## config.mk

```make
export PLATFORM = sky130hd
export DESIGN_NAME = seq_bigint_alu
export DESIGN_NICKNAME = d
export VERILOG_FILES = /design/src/rtl/bigint_pkg.sv /design/src/rtl/seq_bigint_alu_chunk_adder.sv /design/src/rtl/seq_bigint_alu.sv
export SDC_FILE = /design/constraint.sdc
export NUM_CORES = 2
export LEC_CHECK = 0
export CAP_MARGIN = 20
export CORE_AREA = 2 2 606 608
export CTS_CLUSTER_SIZE = 12
export DETAILED_ROUTE_END_ITERATION = 8
export DIE_AREA = 0 0 608 610
export DONT_BUFFER_PORTS = 1
export PLACE_DENSITY = 0.43
export SETUP_SLACK_MARGIN = 0.15
export SYNTH_ARGS = -nofsm -noshare
export SYNTH_HDL_FRONTEND = slang
export SYNTH_SLANG_ARGS = --single-unit
export TNS_END_PERCENT = 50
```

## constraint.sdc

```tcl
create_clock -name clk -period 7.8 [get_ports clk]
set_input_delay 1.17 -clock clk [delete_from_list [all_inputs] [get_ports clk]]
set_output_delay 1.17 -clock clk [all_outputs]
set_load 0.005 [all_outputs]
```

## src/rtl/bigint_pkg.sv

```systemverilog
// Shared constants, operation encodings and FSM states for the sequential
// 512-bit ALU.
package bigint_pkg;

    localparam int CHUNK_W    = 64;
    localparam int NUM_CHUNKS = 8;

    localparam logic [1:0] OP_ADD    = 2'b00;
    localparam logic [1:0] OP_SUB    = 2'b01;
    localparam logic [1:0] OP_XOR    = 2'b10;
    localparam logic [1:0] OP_PASS_A = 2'b11;

    typedef enum logic [1:0] {
        ST_IDLE  = 2'd0,
        ST_LATCH = 2'd1,
        ST_EXEC  = 2'd2,
        ST_WRITE = 2'd3
    } state_t;

endpackage

```

## src/rtl/seq_bigint_alu_chunk_adder.sv

```systemverilog
// Combinational slice adder with carry in/out, shared by ADD and SUB.
module chunk_adder #(
    parameter int W = 64
) (
    input  logic [W-1:0] a,
    input  logic [W-1:0] b,
    input  logic         cin,
    output logic [W-1:0] sum,
    output logic         cout
);

    // One extra bit on the left catches the carry out of the slice.
    assign {cout, sum} = {1'b0, a} + {1'b0, b} + {{W{1'b0}}, cin};

endmodule

```

## src/rtl/seq_bigint_alu.sv

```systemverilog
// Sequential 512-bit ALU: reads two register-file entries, processes them
// one 64-bit slice per cycle, and writes the result back in a single strobe.
//
// Request handshake: start/op/src_a/src_b/dst are sampled only while busy=0
// (IDLE). A request whose indices are all < 4 is accepted and busy rises the
// next cycle; any other request is answered by a one-cycle err pulse and no
// state change. While busy=1, start is ignored. Completion is the one-cycle
// done/reg_write_enable pulse, during which data_in carries the result.
module seq_bigint_alu
    import bigint_pkg::*;
#(
    parameter int CHUNK_W    = bigint_pkg::CHUNK_W,
    parameter int NUM_CHUNKS = bigint_pkg::NUM_CHUNKS
) (
    input  logic                          clk,
    input  logic                          rst_n,
    input  logic                          start,
    input  logic [1:0]                    op,
    input  logic [2:0]                    src_a,
    input  logic [2:0]                    src_b,
    input  logic [2:0]                    dst,
    input  logic [CHUNK_W*NUM_CHUNKS-1:0] operand_a,
    input  logic [CHUNK_W*NUM_CHUNKS-1:0] operand_b,
    output logic [2:0]                    sel_reg_read1,
    output logic [2:0]                    sel_reg_read2,
    output logic [2:0]                    sel_reg_write,
    output logic [CHUNK_W*NUM_CHUNKS-1:0] data_in,
    output logic                          reg_write_enable,
    output logic                          busy,
    output logic                          done,
    output logic                          err,
    output logic                          carry_out,
    output logic                          zero
);

    localparam int DATA_W = CHUNK_W * NUM_CHUNKS;
    localparam int CNT_W  = (NUM_CHUNKS > 1) ? $clog2(NUM_CHUNKS) : 1;

    state_t               state;
    state_t               state_next;
    logic [1:0]           op_q;
    logic [DATA_W-1:0]    a_q;
    logic [DATA_W-1:0]    b_q;
    logic [DATA_W-1:0]    res_q;
    logic [DATA_W-1:0]    res_next;
    logic [CNT_W-1:0]     cnt_q;
    logic                 carry_q;
    logic                 req_legal;
    logic                 last_chunk;
    int                   base;
    logic [CHUNK_W-1:0]   a_slice;
    logic [CHUNK_W-1:0]   b_slice;
    logic [CHUNK_W-1:0]   b_eff;
    logic [CHUNK_W-1:0]   sum_slice;
    logic [CHUNK_W-1:0]   res_slice;
    logic                 sum_cout;

    // Only register-file entries 0..3 are addressable by this block.
    assign req_legal  = !src_a[2] && !src_b[2] && !dst[2];
    assign last_chunk = (cnt_q == CNT_W'(NUM_CHUNKS - 1));

    // Select the current slice and form the partial result for it.
    always_comb begin
        base      = int'(cnt_q) * CHUNK_W;
        a_slice   = a_q[base +: CHUNK_W];
        b_slice   = b_q[base +: CHUNK_W];
        b_eff     = (op_q == OP_SUB) ? ~b_slice : b_slice;
        res_slice = sum_slice;
        case (op_q)
            OP_XOR:    res_slice = a_slice ^ b_slice;
            OP_PASS_A: res_slice = a_slice;
            default:   res_slice = sum_slice;
        endcase
        res_next               = res_q;
        res_next[base +: CHUNK_W] = res_slice;
    end

    chunk_adder #(.W(CHUNK_W)) u_adder (
        .a    (a_slice),
        .b    (b_eff),
        .cin  (carry_q),
        .sum  (sum_slice),
        .cout (sum_cout)
    );

    // State register.
    always_ff @(posedge clk) begin
        if (!rst_n) state <= ST_IDLE;
        else        state <= state_next;
    end

    // Next-state logic: IDLE -> LATCH -> EXEC x NUM_CHUNKS -> WRITE -> IDLE.
    always_comb begin
        state_next = state;
        case (state)
            ST_IDLE:  if (start && req_legal) state_next = ST_LATCH;
            ST_LATCH: state_next = ST_EXEC;
            ST_EXEC:  if (last_chunk) state_next = ST_WRITE;
            ST_WRITE: state_next = ST_IDLE;
            default:  state_next = ST_IDLE;
        endcase
    end

    // State-decoded outputs.
    always_comb begin
        busy             = (state != ST_IDLE);
        done             = (state == ST_WRITE);
        reg_write_enable = (state == ST_WRITE);
    end

    // Datapath registers: request capture, operand latch, slice accumulation
    // and result/flag publication on the final slice.
    always_ff @(posedge clk) begin
        if (!rst_n) begin
            sel_reg_read1 <= '0;
            sel_reg_read2 <= '0;
            sel_reg_write <= '0;
            op_q          <= OP_ADD;
            a_q           <= '0;
            b_q           <= '0;
            res_q         <= '0;
            cnt_q         <= '0;
            carry_q       <= 1'b0;
            data_in       <= '0;
            carry_out     <= 1'b0;
            zero          <= 1'b0;
            err           <= 1'b0;
        end else begin
            err <= 1'b0;
            case (state)
                ST_IDLE: begin
                    if (start) begin
                        if (req_legal) begin
                            sel_reg_read1 <= src_a;
                            sel_reg_read2 <= src_b;
                            sel_reg_write <= dst;
                            op_q          <= op;
                        end else begin
                            err <= 1'b1;
                        end
                    end
                end
                ST_LATCH: begin
                    a_q     <= operand_a;
                    b_q     <= operand_b;
                    cnt_q   <= '0;
                    // Carry starts clear; SUB seeds it with the +1 of two's complement.
                    carry_q <= (op_q == OP_SUB);
                end
                ST_EXEC: begin
                    res_q <= res_next;
                    cnt_q <= cnt_q + 1'b1;
                    if (op_q == OP_ADD || op_q == OP_SUB) carry_q <= sum_cout;
                    if (last_chunk) begin
                        data_in <= res_next;
                        zero    <= (res_next == '0);
                        case (op_q)
                            OP_ADD:  carry_out <= sum_cout;
                            OP_SUB:  carry_out <= ~sum_cout;
                            default: carry_out <= 1'b0;
                        endcase
                    end
                end
                default: ;
            endcase
        end
    end

endmodule

```

==> impl_metrics.json <==
{
  "yosys_most_used_dff": "dfxtp_1",
  "path_delay_family": "simple AND/OR/NAND/NOR gates",
  "drc_errors": 0,
  "critPathLaunch": "cnt_q[1]",
  "vias_per_cell": 5.498,
  "regToRegSetupSlack_ns": 0.28,
  "gr-total-overflow": 0,
  "synth.net_count": 12140,
  "p_per_area_nw_per_um2": 304.3,
  "cts-root-buf": "clkbuf_16",
  "relSlewSlack": 0.008304,
  "synthSimpleGateAreaFrac": 0.1745,
  "nets": 12170,
  "worst_path_most_repeated_cell": "nand2_1",
  "status": "complete, no violations",
  "swShare": 0.3521,
  "place.gp.congestion": 0.9959,
  "worstHoldStart": "rst_n",
  "synth_compound_area_frac": 0.1471,
  "synth_top_family_by_area": "multiplexers",
  "place_hpwl_mm": 478.6,
  "worst_slack_ns": 0.2793,
  "critPathMaxFanout": 24,
  "p_comb_frac": 0.285,
  "cp-end-kind": "flop",
  "core-area_sq_um": 364400,
  "path_cells": "buf_12, buf_4, mux2i_1, a22oi_1, nand2_1, xnor2_1, ha_1, nand2_1, nor2_1, nand2_1, o21ai_0, buf_4, inv_1, nand2_1, mux2i_1, a311o_1, nor4_1, buf_4, nand4_1, or4_1, nor4_1, nand4_1, o21ai_1",
  "drt_iter0_markers": 9766,
  "drive_gt1_frac": 0.1343,
  "rsz0062_at_grt": "no",
  "async_flop_share": 0,
  "clkPwrFrac": 0.362,
  "switchingPower_mw": 12.22,
  "intPower_mw": 22.48,
  "path_clk_slew_ns": 0.06,
  "vias": 89040,
  "clk_path_buf_depth": 4,
  "synth.area.mux_share": 0.1819,
  "required_ns": 8.62,
  "grt_pass1_wl_mm": 792.5,
  "path_buf_inv": 5,
  "io_pins": 1565,
  "h-tree-depth": 5,
  "rows": 222,
  "dieArea_sq_um": 370900,
  "timing.final.crit_share": 0.9642,
  "netlist_area_sq_um": 95760,
  "final_cell_mix": "nor2_1, dfxtp_1, mux2i_1",
  "dp_slack_ns": -0.1024,
  "instances_no_fill": 16200,
  "synth_cell_types": 100,
  "tightest_slew_ns": 1.488,
  "wl_per_cell_um": 37.62,
  "grt_antenna_before_repair": 205,
  "synth_edf_count": 0,
  "cts_tree": "yes",
  "yosys_warnings": 0,
  "placed_cells": 15590,
  "ctsHoldBuffers": 0,
  "cap_violations": 0,
  "grt_pass1_vias": 82950,
  "regToRegStartpoint": "cnt_q[1]",
  "io_buffers": 0,
  "arrival_ns": 8.34,
  "cp_slowest_cell": "o21ai_0",
  "synthAdderAreaFrac": 0.009695,
  "max_stage_delay_ns": 0.76,
  "netlist_instances": 11030,
  "clock-sinks": 2068,
  "wirelength_mm": 609.2,
  "clock_latency_ns": 0.96,
  "critical_path_class": "reg -> reg",
  "hp-class": "in -> reg",
  "postRouteAntennaNets": 0,
  "hold_viol_final": 0,
  "first_pass_iters": 9,
  "start_util": 0.2628,
  "ys_ff_latch": 2068,
  "dieWidth_um": 608,
  "power_leakage_nw": 39.20,
  "skew_ns": 0.08402,
  "syn_to_final_growth_pct": 19.08,
  "clock.fmax_mhz": 133.0,
  "finalSetupViolations": 0,
  "p_seq_frac": 0.353,
  "start_kind": "flop",
  "slew_viol_final": 0,
  "synth_area_per_cell_sq_um": 8.679,
  "peakVddDrop_uv": 186.8,
  "track_usage": 0.3137,
  "final_common_cell": "nor2_1",
  "fin_crit_ns": 7.521,
  "cts_made_buffers": 263,
  "synthXorXnorAreaFrac": 0.01171,
  "ys_seq_area_frac": 0.4323,
  "die_y_um": 610,
  "grt_max_degree": 217
}
per-stage QoR:
| step | utilization | cell area [sq um] | setup TNS [ns] | power, mW | hold slack, ns |
|---|---|---|---|---|---|
| CTS | 0.3113 | 113400 | 0 | 34.71 | 0.3170 |
| detailed placement | 0.2871 | 104600 | -0.1024 | 22.10 | 0.4528 |
| finish | 0.3129 | 114000 | 0 | 34.70 | 0.3745 |
| global route | 0.3124 | 113900 | 0 | 35.75 | 0.3511 |
| floorplan | - | 95760 | 0 | 17.48 | 0.4357 |
| global placement | 0.2869 | 104500 | -0.2881 | 21.98 | 0.4432 |
metal layers:
metal	global-route usage	part of all wire	wire, um	vias up
li1	-	-	-	39050
met4	0.2046	0.073	44750	98
met3	0.08822	0.085	51790	1197
met2	0.5313	0.48	293000	4397
met1	0.3436	0.36	219000	44310
met5	0.001937	0.0013	763	-
synth_stat cells, drive strengths merged, types with 10 or more instances:
| cell type | count | area (sq um) |
|---|---|---|
| buf | 307 | 1444 |
| a221oi | 21 | 196.4 |
| nor3 | 161 | 825.8 |
| or2 | 27 | 168.9 |
| a22oi | 42 | 315.3 |
| xnor2 | 88 | 770.7 |
| a21o | 25 | 187.7 |
| and4 | 19 | 166.4 |
| nand2b | 27 | 168.9 |
| nand2 | 983 | 3690 |
| a21oi | 783 | 3949 |
| nand3 | 78 | 390.4 |
| and2 | 25 | 156.4 |
| o22ai | 24 | 150.1 |
| inv | 39 | 146.4 |
| or3 | 25 | 156.4 |
| nand4b | 11 | 96.34 |
| a2111oi | 13 | 146.4 |
| ha | 71 | 888.4 |
| mux4 | 198 | 4459 |
| clkbuf | 667 | 2504 |
| o21ai | 324 | 1629 |
| and3 | 34 | 212.7 |
| o211ai | 107 | 803.3 |
| nor3b | 12 | 95.09 |
| a311oi | 65 | 569.3 |
| nor2b | 15 | 93.84 |
| o31a | 10 | 87.58 |
| or4 | 25 | 191.4 |
| nand4 | 64 | 400.4 |
| nor4 | 69 | 431.7 |
| dfxtp | 2068 | 41400 |
| o31ai | 23 | 172.7 |
| o21a | 52 | 391.6 |
| mux2 | 31 | 349.1 |
| mux2i | 1259 | 12610 |
| xor2 | 40 | 350.3 |
| a31oi | 52 | 359.1 |
| a211oi | 493 | 3721 |
| nor2 | 2483 | 9323 |
| o311ai | 17 | 148.9 |
repair_timing:
item	CTS	global route
endpoints found under the setup margin	1	1
hold endpoints to repair	0	0
setup buffers	1	10
gates resized for setup	1	5
pin swaps	0	1
logic make-up after synthesis:
logic type / Yosys count
simple gates: 4074
compound gates: 2186
flops: 2068
mux: 1488
buf+inv: 1016
xor+xnor: 128
fa+ha+maj: 73
final timing paths:
| kind | endpoint | cells past startpoint |
|---|---|---|
| setup / recovery | zero | 23 |
| hold / removal | data_in[305] | 2 |
| setup reg to reg | zero | 23 |
| hold reg to reg | res_q[109] | 2 |
state kept, by name (all words and copies together), names as in the netlist, 2 cells and up:
name           cells
cnt_q              3
op_q               2
b_q              512
sel_reg_read2      3
state              2
data_in          512
sel_reg_read1      3
a_q              512
res_q            512
sel_reg_write      3
power by group through the flow:
stage / Sequential, mW / Clock, mW / Combinational, mW
after floorplan: 12.1 / 0 / 5.38
after global placement: 12.4 / 0 / 9.56
after detailed placement: 12.4 / 0 / 9.65
after CTS: 12.2 / 12.8 / 9.69
after global routing: 12.3 / 13.2 / 10.2
final: 12.2 / 12.6 / 9.89
area by class of cell:
type,instances,area [sq um]
Antenna cell,132,330.3
Sequential cell,2068,41420
Inverter,42,172.7
Multi-Input combinational cell,7949,50760
Clock buffer,380,7632
Timing Repair Buffer,733,6539
Clock inverter,75,1155
Fill cell,38390,250400
Tap cell,4816,6026
worst register-to-register path, stage by stage (launching register included):
cell and delay (ns):
dfxtp_4 0.42, buf_12 0.22, buf_4 0.51, mux2i_1 0.63, a22oi_1 0.35, nand2_1 0.22, xnor2_1 0.14, ha_1 0.63
nand2_1 0.19, nor2_1 0.16, nand2_1 0.09, o21ai_0 0.76, buf_4 0.27, inv_1 0.06, nand2_1 0.06, mux2i_1 0.13
a311o_1 0.45, nor4_1 0.68, buf_4 0.24, nand4_1 0.09, or4_1 0.58, nor4_1 0.29, nand4_1 0.16, o21ai_1 0.14
(Power assumes the default switching activity.)
